[src/rtl/shift_reg_if.sv]
// Control/data bundle for the rotating shift register: enable and direction
// in, register contents out. Clock and reset stay as plain ports on the block.
interface shift_reg_if #(
  parameter int N_BITS = 4
);
  logic              i_enable;
  logic              i_selector;
  logic [N_BITS-1:0] o_shift;

  // Source of enable/direction, consumer of the pattern (e.g. tick logic).
  modport master (
    output i_enable,
    output i_selector,
    input  o_shift
  );

  // The shift register itself.
  modport slave (
    input  i_enable,
    input  i_selector,
    output o_shift
  );
endinterface : shift_reg_if

[src/rtl/shift_reg.sv]
// Registered N-bit rotating shift register with a clock-enable prescaler.
// Each PRESCALE enabled cycles the contents rotate one position, left
// (toward MSB) when i_selector=0 or right (toward LSB) when i_selector=1.
// Rotation preserves population count, so a nonzero SEED never decays to 0.
module shift_reg #(
  parameter int                N_BITS   = 4,
  parameter logic [N_BITS-1:0] SEED     = N_BITS'(1),
  parameter int                PRESCALE = 1
) (
  input  logic       clock,
  input  logic       i_reset,
  shift_reg_if.slave bus
);

  // Counter must still exist as one bit when PRESCALE is 1.
  localparam int               CNT_W   = (PRESCALE > 1) ? $clog2(PRESCALE) : 1;
  localparam logic [CNT_W-1:0] CNT_MAX = CNT_W'(PRESCALE - 1);

  logic [CNT_W-1:0]  count_q;
  logic [N_BITS-1:0] shift_q;
  logic [N_BITS-1:0] shift_rot;
  logic              step;

  // A step happens on the enabled cycle that closes a prescale period.
  always_comb begin
    step = bus.i_enable && (count_q == CNT_MAX);
  end

  // Current contents rotated by one in the direction sampled this edge.
  always_comb begin
    // NOTE: assign a default before any branch so no path leaves the
    // signal unassigned; an unassigned path would infer a latch.
    shift_rot = shift_q;
    if (bus.i_selector) begin
      shift_rot = {shift_q[0], shift_q[N_BITS-1:1]};
    end else begin
      shift_rot = {shift_q[N_BITS-2:0], shift_q[N_BITS-1]};
    end
  end

  // Prescaler: counts enabled cycles, wraps to zero on each step.
  // Direction changes deliberately do not touch it.
  always_ff @(posedge clock) begin
    // NOTE: registers use non-blocking assignments so every flop samples
    // pre-edge values regardless of statement order.
    if (i_reset) begin
      count_q <= '0;
    end else if (bus.i_enable) begin
      count_q <= step ? '0 : count_q + CNT_W'(1);
    end
  end

  // Pattern register: reset reloads SEED with priority over everything.
  always_ff @(posedge clock) begin
    if (i_reset) begin
      shift_q <= SEED;
    end else if (step) begin
      shift_q <= shift_rot;
    end
  end

  // Output comes straight from the flops; no input-to-output comb path.
  assign bus.o_shift = shift_q;

endmodule : shift_reg

[src/flat_wrapper.sv]
// flat-port wrapper written by rule: the top's interface ports become plain ports
module shift_reg_flat 
#(
  parameter int                N_BITS   = 4,
  parameter logic [N_BITS-1:0] SEED     = N_BITS'(1),
  parameter int                PRESCALE = 1
)
  (clock, i_reset, bus_i_enable, bus_i_selector, bus_o_shift);
  shift_reg_if #(.N_BITS(N_BITS)) bus_i ();
  input  logic clock;
  input  logic i_reset;
  input wire logic [$bits(bus_i.i_enable)-1:0] bus_i_enable;
  input wire logic [$bits(bus_i.i_selector)-1:0] bus_i_selector;
  output wire logic [$bits(bus_i.o_shift)-1:0] bus_o_shift;
  assign bus_i.i_enable = bus_i_enable;
  assign bus_i.i_selector = bus_i_selector;
  assign bus_o_shift = bus_i.o_shift;
  shift_reg #(.N_BITS(N_BITS), .SEED(SEED), .PRESCALE(PRESCALE)) u_core (.clock(clock), .i_reset(i_reset), .bus(bus_i));
endmodule
[config.mk]
export PLATFORM = sky130hd
export DESIGN_NAME = shift_reg_flat
export DESIGN_NICKNAME = d
export VERILOG_FILES = /design/src/rtl/shift_reg_if.sv /design/src/rtl/shift_reg.sv /design/src/flat_wrapper.sv
export SDC_FILE = /design/constraint.sdc
export NUM_CORES = 1
export LEC_CHECK = 0
export ABC_CLOCK_PERIOD_IN_PS = 800
export CAP_MARGIN = 20
export CORE_AREA = 3 3 40 42
export DETAILED_ROUTE_END_ITERATION = 8
export DIE_AREA = 0 0 43 45
export GPL_TIMING_DRIVEN = 0
export HOLD_SLACK_MARGIN = 0.05
export PLACE_DENSITY = 0.51
export REMOVE_ABC_BUFFERS = 1
export SYNTH_ARGS = -nofsm -noshare
export SYNTH_HDL_FRONTEND = slang
export SYNTH_SLANG_ARGS = --single-unit
[constraint.sdc]
create_clock -name clock -period 0.8 [get_ports clock]
set_input_delay 0.24 -clock clock [delete_from_list [all_inputs] [get_ports clock]]
set_output_delay 0.24 -clock clock [all_outputs]
set_load 0.03 [all_outputs]
**Word-level counts from Yosys, hierarchy flattened**

Cells that the tools add are included.

- Bits in registers: 5
- Word-level logic and storage cells: 7

- Reductions and logical operators: 1
- Add/sub/neg operators: 1
- Bitwise operators: 1
- Muxes and demuxes: 2

Operator list:

| kind | number |
|---|---|
| $mux 4 | 1 |
| $add 1x1->1 const B | 1 |
| $logic_and 1x1->1 | 1 |
| $mux 1 | 1 |
| $not 1->1 | 1 |

**Depth between registers and ports, before layout**

Gate-level depths: netlist of run 1.

- Depth after elaboration: 3
- Gate-level depth with buffers: 4
- Gate-level depth less buffers: 3

**Worst setup path before layout of run 1**

OpenSTA, ideal clock, no wires.

- Path kind: flip-flop to flip-flop
- Start: register u_core.shift_q[1], in the netlist u_core.bus.o_shift[1]
- End: register u_core.shift_q[0], in the netlist u_core.bus.o_shift[0]
- Data arrival time: 0.783 ns
- Library setup time: 0.074 ns
- Buffers on the path: 0
- Stages on the path, launching flop included: 3
- Path slack: -0.057 ns
- Required time: 0.726 ns
- Clock period less this slack: 0.857 ns
- Cells stage by stage: dfxtp_1 > mux2i_1 > a31oi_1

- Cells in the longest elaborated chain, start to end: 1

RTL lines:

| what | line | text |
|---|---|---|
| start, declared | shift_reg.sv:20 | `logic [N_BITS-1:0] shift_q;` |
| start signal, assigned | shift_reg.sv:58 | `shift_q <= shift_rot;` |
| $mux 4 | shift_reg.sv:34 | `if (bus.i_selector) begin` |

Every way passes these cells.
A chain may end at the register's enable or synchronous reset.

**Final worst setup path of run 1**

- Start: register u_core.shift_q[3], in the netlist u_core.bus.o_shift[3]
- End: output port bus_o_shift[3]

RTL lines:

| what | line | text |
|---|---|---|
| end, declared | flat_wrapper.sv:14 | `output wire logic [$bits(bus_i.o_shift)-1:0] bus_o_shift;` |

No word-level cell between the ends.

==> results of run 1 <==
cell usage in the layout, fill, tap and decap left out:
cell           n
dfxtp_2        5
buf_6          4
buf_4          4
clkbuf_4       3
dlygate4sd2_1  3
mux2i_2        2
o21ai_2        2
mux2i_1        2
a21oi_1        2
nor3b_1        1
nor2b_4        1
inv_1          1
a21oi_2        1
nor3_2         1
a31oi_1        1
o21ai_1        1
clkbuf_1       1
final cells by class:
cell class / count / share of cell area (%)
timing repair buffer: 11 / 26.47
tap: 15 / 4.902
clock buffer: 4 / 6.863
inverter: 1 / 0.9804
sequential: 5 / 27.78
multi-input combinational: 14 / 33.01
state kept, by name, indices dropped and copies added (netlist names):
register and flops:
u_core.bus.o_shift 4, u_core.count_q 1
per-stage QoR:
step	power (mW)	hold slack, ps	util (%)	instance area, µm²	setup WS [ps]
3_5_place_dp	0.4179	507.4	23.37	300.3	-526.6
4_1_cts	0.7375	308.6	28.34	364.1	-149.7
5_1_grt	0.7996	296.4	29.80	382.9	-184.9
3_3_place_gp	0.4145	498.6	23.37	300.3	-505.1
6_report	0.7380	316.6	29.80	382.9	-134.7
2_1_floorplan	0.3557	315.1	-	211.5	-56.77
power by group through the flow:
stage	Sequential [mW]	Clock (mW)	Combinational, mW
6_report	0.281	0.278	0.178
2_1_floorplan	0.317	0	0.0391
3_3_place_gp	0.287	0	0.128
4_1_cts	0.282	0.296	0.160
5_1_grt	0.283	0.329	0.188
3_5_place_dp	0.288	0	0.129
path summary, 6_finish.rpt:
path                                       startpoint  slack (ps)  depth (start not counted)                     to
worst max-delay path            u_core.bus.o_shift[3]        -130                          1         bus_o_shift[3]
worst min-delay path                     bus_i_enable         320                          2         u_core.count_q
worst max register to register  u_core.bus.o_shift[1]         -40                          3  u_core.bus.o_shift[0]
worst min register to register         u_core.count_q         500                          1         u_core.count_q
kinds of logic (layout without fill, tap and decap cells):
family	count (synthesis)	count (layout)	share of synthesized area, %
AO/OA/AOI/OAI	7	7	15.93
buffers and inverters	3	16	8.787
flip-flops	5	5	43.96
multiplexers	4	4	17.58
AND/OR/NAND/NOR	3	3	13.74
layer usage:
layer / vias to the layer above / GRT usage, % / wire length (µm)
met4: 0 / 7.229 / 0
met2: 3 / 10.78 / 323
met3: 0 / 2.789 / 13
li1: 105 / - / -
met1: 94 / 4.600 / 189
met5: - / 0 / 0
what timing repair did:
item / in CTS / in global routing
hold endpoints to repair: 0 / 0
pin swaps: 2 / 1
hold buffers: 0 / 0
setup buffers: 4 / 0
setup endpoints to repair: 8 / 8
resized for setup: 36 / 5
==> out/metrics.yaml, run 1 <==
required_ps: 560
port_buffers: 7
synth-main-ff-cell: "dfxtp_1"
fp.dieArea_mm2: 0.001935
clkPwrFrac_pct: 37.7
cts_tree: "done"
grt_pass1_vias: 210
grt_overflow_total: 0
h-tree-depth: 1
cp-start-kind: "flop"
peakVddDrop_v: 0.0005618
drive_gt1_share_pct: 65.71
slew_violations: 0
setup-violations-final: 8
die-width_um: 43
regArea_um2: 106.4
intPower_uw: 545.1
power_frac_comb_pct: 24.1
initial_core_util_pct: 17.72
skew_ps: 0.2162
clkSlewWorstSetupHoldPaths_ps: 40
synth_area_per_cell_um2: 10.35
synthDominantCellAreaShare_pct: 43.96
p_leak_nw: 0.1648
hold_violations: 0
drc_errors: 0
syn_area_um2: 227.7
synthTopCellsByArea: "dfxtp_1, mux2i_1, a21oi_1"
clockBufferDepth: 2
num_rows: 13
p_switching_uw: 192.9
firstDrtPassIters: 1
synth_seq_cells: 5
grt_pass1_wl_um: 807
ys_top_cells_by_count: "dfxtp_1, mux2i_1, a21oi_1, o21ai_1"
clkLatencyLatePin_ps: 230
antenna_found_initial: 0
worstSetupPathType: "flop to output port"
wl_per_cell_um: 10.50
crit_family: "flip-flops"
gr-usage-all-layers_pct: 6.172
crit_buf_inv: 1
finalWorstSetupSlack_ps: -134.7
powerDensity_mw_per_mm2: 1927
endpoint_kind: "output port"
max_slew_margin_pct: 81.46
final_nets: 40
rsz0062_at_grt: "yes"
n_antenna_cell: 0
post-synth-top-count-cell: "dfxtp_1"
min_path_type: "input port to flop"
hpwl_um: 371.4
multi_input_area_um2: 126.4
numCtsBuffers: 3
wirelength_um: 525
tightest_slew_ps: 278.1
synth_edf_count: 0
syn2layout_area_growth_pct: 68.13
violations: "setup timing"
yosysSeqAreaShare_pct: 43.96
yosysWarnings: 0
synthesis.instances: 22
yosysTopAreaCell: "dfxtp_1"
post-place-cells: 42
synth.distinct_cells: 11
synthArstFlopShare_pct: 0
switching_share_pct: 26.13
core_mm2: 0.001285
vias_per_cell: 4.040
grt_max_degree: 9
nFillCells: 132
period_needed_ps: 934.7
crit_fanout: 2
slowest_delay_ps: 330
clock_sinks: 5
vias: 202
fmax_ghz: 1.070
max_cap_viol_count: 0
crit_path_cell_trace: "buf_6"
gp_congestion: 0.6036
ant_nets: 0
critPathArrivalTime_ps: 690
drt_iter0_markers: 0
totalNegativeSetupSlack_ps: -628.4
cp_slowest_cell: "dfxtp_2"
finalCritPeriodShare_pct: 116.8
cts-root-buf: "clkbuf_4"
run_status: "finished with violations"
layoutNonFillerInstCount: 50
io_pins: 8
dieHeight_um: 45
seqPwrFrac_pct: 38.1
No activity file was read; power rests on OpenSTA's default activity.
==> run 2, diff against run 1 <==
Settings changed: ABC_AREA set to 1, GPL_TIMING_DRIVEN 0 to unset, PLACE_DENSITY 0.51 to 0.53.
==> run 2 against run 1 <==
- the flow still finishes with violations (setup timing)
- cell area rose by 16%
- synthesized cell count rose by 100%
- core utilization rose by 4.8 points
- routed wire length up 21%
- clock-buffer cell count stayed put
- clock skew grew 3.9 ps
- register-to-register slack hardly changed
==> out/metrics.yaml, run 2 <==
run_status: "finished with violations"
violations: "setup timing"
clock_sinks: 5
largest_reg_flops: 4
ff2ff_setup_slack_ps: -30
synth-main-ff-cell: "dfxtp_1"
num_rows: 13
rsz0062_at_grt: "yes"
required_ps: 560
synth_seq_cells: 5
hpwl_um: 441.1
crit_path_cell_trace: "buf_6"
crit_fanout: 3
endpoint_kind: "output port"
die-width_um: 43
nFillCells: 144
slew_violations: 0
h-tree-depth: 1
critPathArrivalTime_ps: 720
max_cap_viol_count: 0
wl_per_cell_um: 8.581
crit_path_end: "bus_o_shift[2]"
synth_edf_count: 0
powerDensity_mw_per_mm2: 1720
totalNegativeSetupSlack_ps: -637.1
setup-violations-final: 6
r2r-start: "u_core.bus.o_shift[2]"
startpoint: "u_core.bus.o_shift[2]"
finalCritPeriodShare_pct: 120.5
grt_max_degree: 6
yosysTopAreaCell: "dfxtp_1"
syn2layout_area_growth_pct: 72.33
synthDominantCellAreaShare_pct: 38.83
clockBufferDepth: 2
yosysWarnings: 0
synthTopCellsByArea: "dfxtp_1, nand2_1, inv_1"
fmax_ghz: 1.038
worstSetupPathType: "flop to output port"
numCtsBuffers: 3
vias: 288
r2r-end: "u_core.bus.o_shift[3]"
dieHeight_um: 45
syn_area_um2: 257.7
place_area_um2: 344.1
cp-start-kind: "flop"
io_pins: 8
grt_overflow_total: 0
peakVddDrop_v: 0.0006235
final_cell_mix: "nand2_1, inv_1, nor2_1, buf_6"
grt_pass1_vias: 268
max_slew_margin_pct: 86.56
clkLatencyLatePin_ps: 250
fp.dieArea_mm2: 0.001935
core_mm2: 0.001285
power.total_uw: 763.9
period_needed_ps: 963.6
gr-usage-all-layers_pct: 8.077
ant_nets: 0
antenna_found_initial: 0
cts_tree: "done"
slowest_delay_ps: 340
initial_core_util_pct: 20.06
cp.depth: 1
yosysSeqAreaShare_pct: 38.83
synthesis.instances: 44
vias_per_cell: 3.892
drt_iter0_markers: 0
min_path_type: "input port to flop"
post-synth-top-count-cell: "nand2_1"
post-place-ws_ps: -441.5
drive_gt1_share_pct: 47.46
final_nets: 64
crit_buf_inv: 1
n_antenna_cell: 0
synthArstFlopShare_pct: 0
drc_errors: 0
skew_ps: 4.131
clkSlewWorstSetupHoldPaths_ps: 40
layout_commonest_cell: "nand2_1"
final_cell_area_um2: 444.2
port_buffers: 7
fin_util_pct: 34.57
reg2reg_depth: 5
grt_pass1_wl_um: 1083
wirelength_um: 635
cts-root-buf: "clkbuf_4"
crit_family: "flip-flops"
post-place-cells: 67
cp_slowest_cell: "dfxtp_4"
synth.distinct_cells: 9
gp_congestion: 0.8016
finalWorstSetupSlack_ps: -163.6
synth_area_per_cell_um2: 5.858
hold_violations: 0
hold_ws_ps: 211.5
p_leak_nw: 0.2460
firstDrtPassIters: 1
layoutNonFillerInstCount: 74
tightest_slew_ps: 201.6
ys_top_cells_by_count: "nand2_1, inv_1, nor2_1, dfxtp_1"
-- run 2: cell count changes after synthesis, sizes merged, moves of 2 or more --
cell / change
a21oi: -2
buf: -2
inv: +9
mux2i: -4
nand2: +19
nor2: +7
o21ai: -3
-- run 2: repair_timing --
item / 4_1_cts / 5_1_grt
setup endpoints to repair: 8 / 8
cloned: 0 / 0
resized for setup: 13 / 14
hold buffers: 0 / 0
setup buffers: 2 / 1
hold endpoints to repair: 0 / 0
pin swaps: 0 / 5
-- run 2: worst reg2reg max path, delay by kind of cell (launching register included) --
family | cells | cell delay (ps)
buf+inv | 1 | 140
simple gates | 4 | 250
flops | 1 | 340
-- run 2: worst min path at each step --
stage,from,cells past startpoint,slack [ps],to
2_1_floorplan,i_reset,1,320,u_core.count_q
3_3_place_gp,u_core.bus.o_shift[0],2,520,u_core.bus.o_shift[0]
3_5_place_dp,u_core.bus.o_shift[0],2,520,u_core.bus.o_shift[0]
4_1_cts,bus_i_enable,2,340,u_core.count_q
5_1_grt,bus_i_enable,2,220,u_core.count_q
6_report,bus_i_enable,2,210,u_core.count_q
-- run 2: cell families after synthesis --
group,after synthesis,share of synthesized area [%]
AND/OR/NAND/NOR,28,44.66
AO/OA/AOI/OAI,1,1.940
flip-flops,5,38.84
buffers and inverters,10,14.56
-- run 2: cell type report --
| cell class | count | area (µm²) | share of cell area [%] |
|---|---|---|---|
| inverter | 10 | 37.54 | 8.451 |
| tap | 15 | 18.77 | 4.225 |
| multi-input combinational | 29 | 143.9 | 32.39 |
| sequential | 5 | 108.9 | 24.51 |
| timing repair buffer | 11 | 108.9 | 24.51 |
| clock buffer | 4 | 26.28 | 5.915 |
-- run 2: routing by layer --
metal / GRT usage (%) / routed length, µm / vias to the layer above
li1: - / - / 154
met1: 8.675 / 271 / 121
met2: 11.68 / 298 / 8
met3: 5.179 / 45 / 5
met4: 5.422 / 21 / 0
met5: 0 / 0 / -
-- run 2: power breakdown --
group          leakage [nW]  switching, mW  internal [mW]
clock                0.0150          0.106          0.189
combinational         0.188          0.102         0.0857
sequential           0.0428         0.0137          0.268
==> run 3, diff against run 2 <==
Settings changed: CAP_MARGIN 20 to unset.
==> results of run 3 <==
The final DEF is identical to that of run 2; final timing and power are the same.
